==> src/rtl/cv32e40x_pkg.sv <==
// rtl/cv32e40x_pkg.sv - shared types for the cv32e40x IF stage
package cv32e40x_pkg;

  // Instruction aligner states: S_RESID means res_q holds the halfword at pc_q.
  typedef enum logic [1:0] {
    S_IDLE,
    S_ALIGNED,
    S_RESID,
    S_DISCARD
  } align_state_e;

endpackage

==> src/rtl/cv32e40x_instr_aligner.sv <==
// rtl/cv32e40x_instr_aligner.sv - splits word-aligned fetch words into 16/32-bit instructions
// A residual upper halfword is held so word-straddling 32-bit instructions reach the decoder whole.
module cv32e40x_instr_aligner
  import cv32e40x_pkg::*;
(
  input  logic        clk,
  input  logic        rst_n,
  input  logic        branch_i,
  input  logic [31:0] branch_addr_i,
  input  logic        fetch_valid_i,
  input  logic [31:0] fetch_data_i,
  input  logic        fetch_err_i,
  output logic        fetch_ready_o,
  output logic        instr_valid_o,
  output logic [31:0] instr_data_o,
  output logic        instr_is_compressed_o,
  output logic        instr_err_o,
  output logic [31:0] instr_pc_o,
  input  logic        instr_ready_i
);

  align_state_e state_q, state_d;
  logic [31:1]  pc_q, pc_d;
  logic [15:0]  res_q, res_d;
  logic         res_err_q, res_err_d;
  logic         fetch_xfer;

  assign fetch_xfer = fetch_valid_i & instr_ready_i;
  assign instr_pc_o = {pc_q, 1'b0};

  always_ff @(posedge clk or negedge rst_n) begin
    if (!rst_n) begin
      state_q   <= S_IDLE;
      pc_q      <= '0;
      res_q     <= '0;
      res_err_q <= 1'b0;
    end else begin
      state_q   <= state_d;
      pc_q      <= pc_d;
      res_q     <= res_d;
      res_err_q <= res_err_d;
    end
  end

  always_comb begin
    state_d               = state_q;
    pc_d                  = pc_q;
    res_d                 = res_q;
    res_err_d             = res_err_q;
    instr_valid_o         = 1'b0;
    fetch_ready_o         = 1'b0;
    instr_data_o          = 32'h0;
    instr_err_o           = 1'b0;
    instr_is_compressed_o = 1'b0;

    case (state_q)
      S_IDLE: begin
      end
      S_ALIGNED: begin
        instr_valid_o = fetch_valid_i;
        fetch_ready_o = instr_ready_i;
        instr_err_o   = fetch_err_i;
        if (fetch_data_i[1:0] == 2'b11) begin
          instr_data_o = fetch_data_i;
          if (fetch_xfer) pc_d = pc_q + 31'd2;
        end else begin
          instr_data_o          = {16'h0, fetch_data_i[15:0]};
          instr_is_compressed_o = 1'b1;
          if (fetch_xfer) begin
            pc_d      = pc_q + 31'd1;
            res_d     = fetch_data_i[31:16];
            res_err_d = fetch_err_i;
            state_d   = S_RESID;
          end
        end
      end
      S_RESID: begin
        // A compressed residual needs no new fetch word, so it never stalls on fetch.
        if (res_q[1:0] != 2'b11) begin
          instr_valid_o         = 1'b1;
          instr_data_o          = {16'h0, res_q};
          instr_err_o           = res_err_q;
          instr_is_compressed_o = 1'b1;
          if (instr_ready_i) begin
            pc_d    = pc_q + 31'd1;
            state_d = S_ALIGNED;
          end
        end else begin
          instr_valid_o = fetch_valid_i;
          fetch_ready_o = instr_ready_i;
          instr_data_o  = {fetch_data_i[15:0], res_q};
          instr_err_o   = res_err_q | fetch_err_i;
          if (fetch_xfer) begin
            pc_d      = pc_q + 31'd2;
            res_d     = fetch_data_i[31:16];
            res_err_d = fetch_err_i;
          end
        end
      end
      S_DISCARD: begin
        fetch_ready_o = 1'b1;
        if (fetch_valid_i) begin
          res_d     = fetch_data_i[31:16];
          res_err_d = fetch_err_i;
          state_d   = S_RESID;
        end
      end
    endcase

    if (branch_i) begin
      instr_valid_o = 1'b0;
      fetch_ready_o = 1'b0;
      pc_d          = branch_addr_i[31:1];
      res_d         = '0;
      res_err_d     = 1'b0;
      state_d       = branch_addr_i[1] ? S_DISCARD : S_ALIGNED;
    end
  end

endmodule

==> config.mk <==
export PLATFORM = sky130hd
export DESIGN_NAME = cv32e40x_instr_aligner
export DESIGN_NICKNAME = d
export VERILOG_FILES = /design/src/rtl/cv32e40x_pkg.sv /design/src/rtl/cv32e40x_instr_aligner.sv
export SDC_FILE = /design/constraint.sdc
export NUM_CORES = 1
export LEC_CHECK = 0
export ABC_AREA = 1
export ABC_CLOCK_PERIOD_IN_PS = 1950
export BUFFER_PORTS_ARGS = -buffer_cell sky130_fd_sc_hd__buf_2
export CORE_MARGIN = 4
export CORE_UTILIZATION = 40
export DETAILED_ROUTE_END_ITERATION = 10
export GPL_TIMING_DRIVEN = 0
export PLACE_DENSITY = 0.68
export REMOVE_ABC_BUFFERS = 1
export SYNTH_ARGS = -nofsm -noshare
export SYNTH_HDL_FRONTEND = slang
export SYNTH_SLANG_ARGS = --single-unit
==> constraint.sdc <==
create_clock -name clk -period 1.95 [get_ports clk]
set_clock_uncertainty 0.1 [all_clocks]
set_input_delay 0.0975 -clock clk [delete_from_list [all_inputs] [get_ports clk]]
set_output_delay 0.0975 -clock clk [all_outputs]
set_load 0.02 [all_outputs]
==> results.md <==
* Min-delay worst type: primary input to flop
* Final design utilization at 64.7%
* Leak pwr at 3.12 nW
* Global-route wire length before repair at 26.3 mm
* Result of the run: finished, violations left
* GPL Wtd Cong at 0.875
* Vias at 5697
* Period utilisation layout at 111%
* Peak VDD IR at 0.00106 V
* Synth warnings at 0
* Tmin final at 2.17 ns
* Most frequent cells in the layout: nand2_1, buf_2, inv_1, buf_4, nor2_1
* Drt first-iter violations at 535
* Async SR Flop Fraction at 100%
* CP max-delay cell: dfrtp_1
* Power Dens Cells at 1560 nW/um^2
* Largest net degree at the start of global routing at 53
* Final Net Count at 961
* Worst-path clk slew at 0.12 ns
* Post-Synth XOR/XNOR Area at 0.208%
* Seq cells post-synth at 50
* Cell Rows at 37
* WL final at 18.0 mm
* TNS Setup at -3.60 ns
* GRT Total Usage at 25.6%
* Min Hold Slack at -0.0177 ns
* WL/cell at 17.6 um
* CP peak stage delay at 0.44 ns
* Rel. slew slack at 18.3%
* Die Wd at 111 um
* Effective utilization at floorplan at 41.0%
* Simple-Gate Fraction of Synth Area at 37.9%
* Worst endpoint data arrival time at 2.30 ns
* Bufs on Longest Clock Path at 2
* Grt total ovfl at 0
* Die area at 12200 um^2
* Average cell area after synthesis at 6.19 um^2
* Max cap viols at 0
* Clock Latency Late Sink at 0.33 ns
* Mux cell area share after synthesis at 0%
* Port Buffers at 135
* Most used cell, CP: buf_6
* WP data required at 2.08 ns
* Largest family of logic cells by synthesized area: simple AND/OR/NAND/NOR gates
* Setup WS pre-CTS at -1.63 ns
* Syn Inst Count at 680
* Seq/Total Area, Yosys at 29.7%
* Power, Total at 0.0104 W
* Vias in the first global route at 5344
* Final setup vio count at 49
* Htree depth at 2
* CP delay by family, top: buffers and inverters
* Hold Fails Final Rpt at 4
* Clock Tree Root: clkbuf_8
* Post-synth EDFFs at 0
* Area share of fa/ha/maj cells after synthesis at 1.78%
* Drt drc at 0
* RSZ-0062 raised after global routing: true
* Netlist Area Pre-Place at 4210 um^2
* Maximum clock rate at 462 MHz
* Share of cells above drive strength 1 at 37.6%
* Die Y-Extent at 111 um
* Worst-path cell chain: buf_4 > ha_1 > inv_1 > nand2_4 > a21oi_4 > buf_6 > nor3b_4 > buf_6 > nand3_2 > o21ai_1
* Synth Area in Compound Gates at 19.0%
* Worst slew pin tran at 1.23 ns
* Count of cell types in the netlist at 42
* Worst setup margin at -0.217 ns
* Critical path peak fanout at 5
* Crit. End Element: flop
* First-pass DRT Iterations at 5
* Core area at 10300 um^2
* Clock Sink Count at 50
* TritonCTS clock tree: done
* Area grow syn2layout at 58.0%
* CP bufs+invs at 4
* CTS buffer count at 5
* Initial antenna violation count at 1
* Violated checks: negative hold slack, negative setup slack
* Hpwl dp at 9.90 mm
* Synth Flop Type: dfrtp_1
* Drt via density at 5.57
* Setup crit start kind: flop
* Critical path type: flop to flop
* I/O pin count at 138
* Most common cell after layout, fill and taps aside: nand2_1
* Antenna-violating nets left at 0
* Slew Viols, Final at 0
-- path summary, 6_finish.rpt --
path                            cells past startpoint                    end  slack (ns)                   start
worst max-delay path                               10  res_q[12]$_DFFE_PN0P_       -0.22  state_q[1]$_DFFE_PN0P_
worst min-delay path                                5   pc_q[11]$_DFFE_PN0P_       -0.02       branch_addr_i[11]
worst max register to register                     10  res_q[12]$_DFFE_PN0P_       -0.22  state_q[1]$_DFFE_PN0P_
worst min register to register                      2   res_q[3]$_DFFE_PN0P_        0.44    res_q[3]$_DFFE_PN0P_
max in group asynchronous                           2    pc_q[5]$_DFFE_PN0P_        0.45                   rst_n
min in group asynchronous                           2  res_q[10]$_DFFE_PN0P_        0.47                   rst_n
-- final cells by class --
class | instances | area, um^2
Inverter | 78 | 334
Antenna cell | 1 | 2.50
Fill cell | 859 | 3630
Clock buffer | 6 | 82.6
Clock inverter | 2 | 17.5
Multi-Input combinational cell | 527 | 3080
Tap cell | 136 | 170
Timing Repair inverter | 1 | 11.3
Sequential cell | 50 | 1260
Timing Repair Buffer | 222 | 1700
-- where the power goes --
part           switching, W  leakage (nW)  internal [W]
logic               0.00451          2.46       0.00293
registers          0.000681         0.611       0.00157
clock network      0.000402        0.0514      0.000294
total               0.00560          3.12       0.00480
-- per-layer routing --
layer	vias up	GRT usage [%]	routed length, um
met3	83	4.16	1590
li1	2606	-	-
met5	-	0	0
met2	374	44.0	8650
met4	0	7.31	842
met1	2634	33.0	6950
-- through the flow --
step	cell area, um^2	cells
2_1_floorplan	4030	651
3_3_place_gp	4880	922
3_5_place_dp	4880	922
4_1_cts	6140	1009
5_1_grt	6650	1023
6_report	6650	1023
-- registers in the layout (all words and copies together), names as in the netlist --
signal	flops
state_q	2
pc_q	31
res_q	16
res_err_q	1
-- worst reg2reg max path, stage by stage, from the launching register on --
cell and delay [ns]:
dfrtp_1 0.44, buf_4 0.15, ha_1 0.25, inv_1 0.14, nand2_4 0.10, a21oi_4 0.08, buf_6 0.15, nor3b_4 0.25
buf_6 0.17, nand3_2 0.06, o21ai_1 0.18
-- cell families after synthesis --
family / count (synthesis)
XOR/XNOR: 1
flip-flops: 50
AND/OR/NAND/NOR: 376
buffers and inverters: 107
other: 1
adder cells (fa/ha/maj): 6
AO/OA/AOI/OAI: 139
-- synthesized netlist by cell type, types with 3 or more instances --
cell type,n,area [um^2]
dfrtp_1,50,1250
buf_2,3,15.0
o21ai_1,17,85.1
a21boi_2,7,78.8
nand4_1,10,62.6
buf_4,6,45.0
nand2_2,7,43.8
nor2_1,54,203
a21oi_1,59,295
buf_6,6,67.6
o21ai_0,36,180
nor2_2,3,18.8
nand2_1,240,901
nand3_1,46,230
ha_1,6,75.1
a21boi_1,7,52.6
nor3_1,8,40.0
inv_2,7,26.3
clkbuf_1,12,45.0
inv_1,70,263
-- timing repair --
action	in CTS	in global routing
endpoints found under the hold margin	87	1
pin swaps	15	17
resized for setup	108	132
endpoints found under the setup margin	86	85
cloned	6	1
buffers inserted	35	12
hold buffers	38	1
Note: power is estimated with default switching activity, not from simulation.
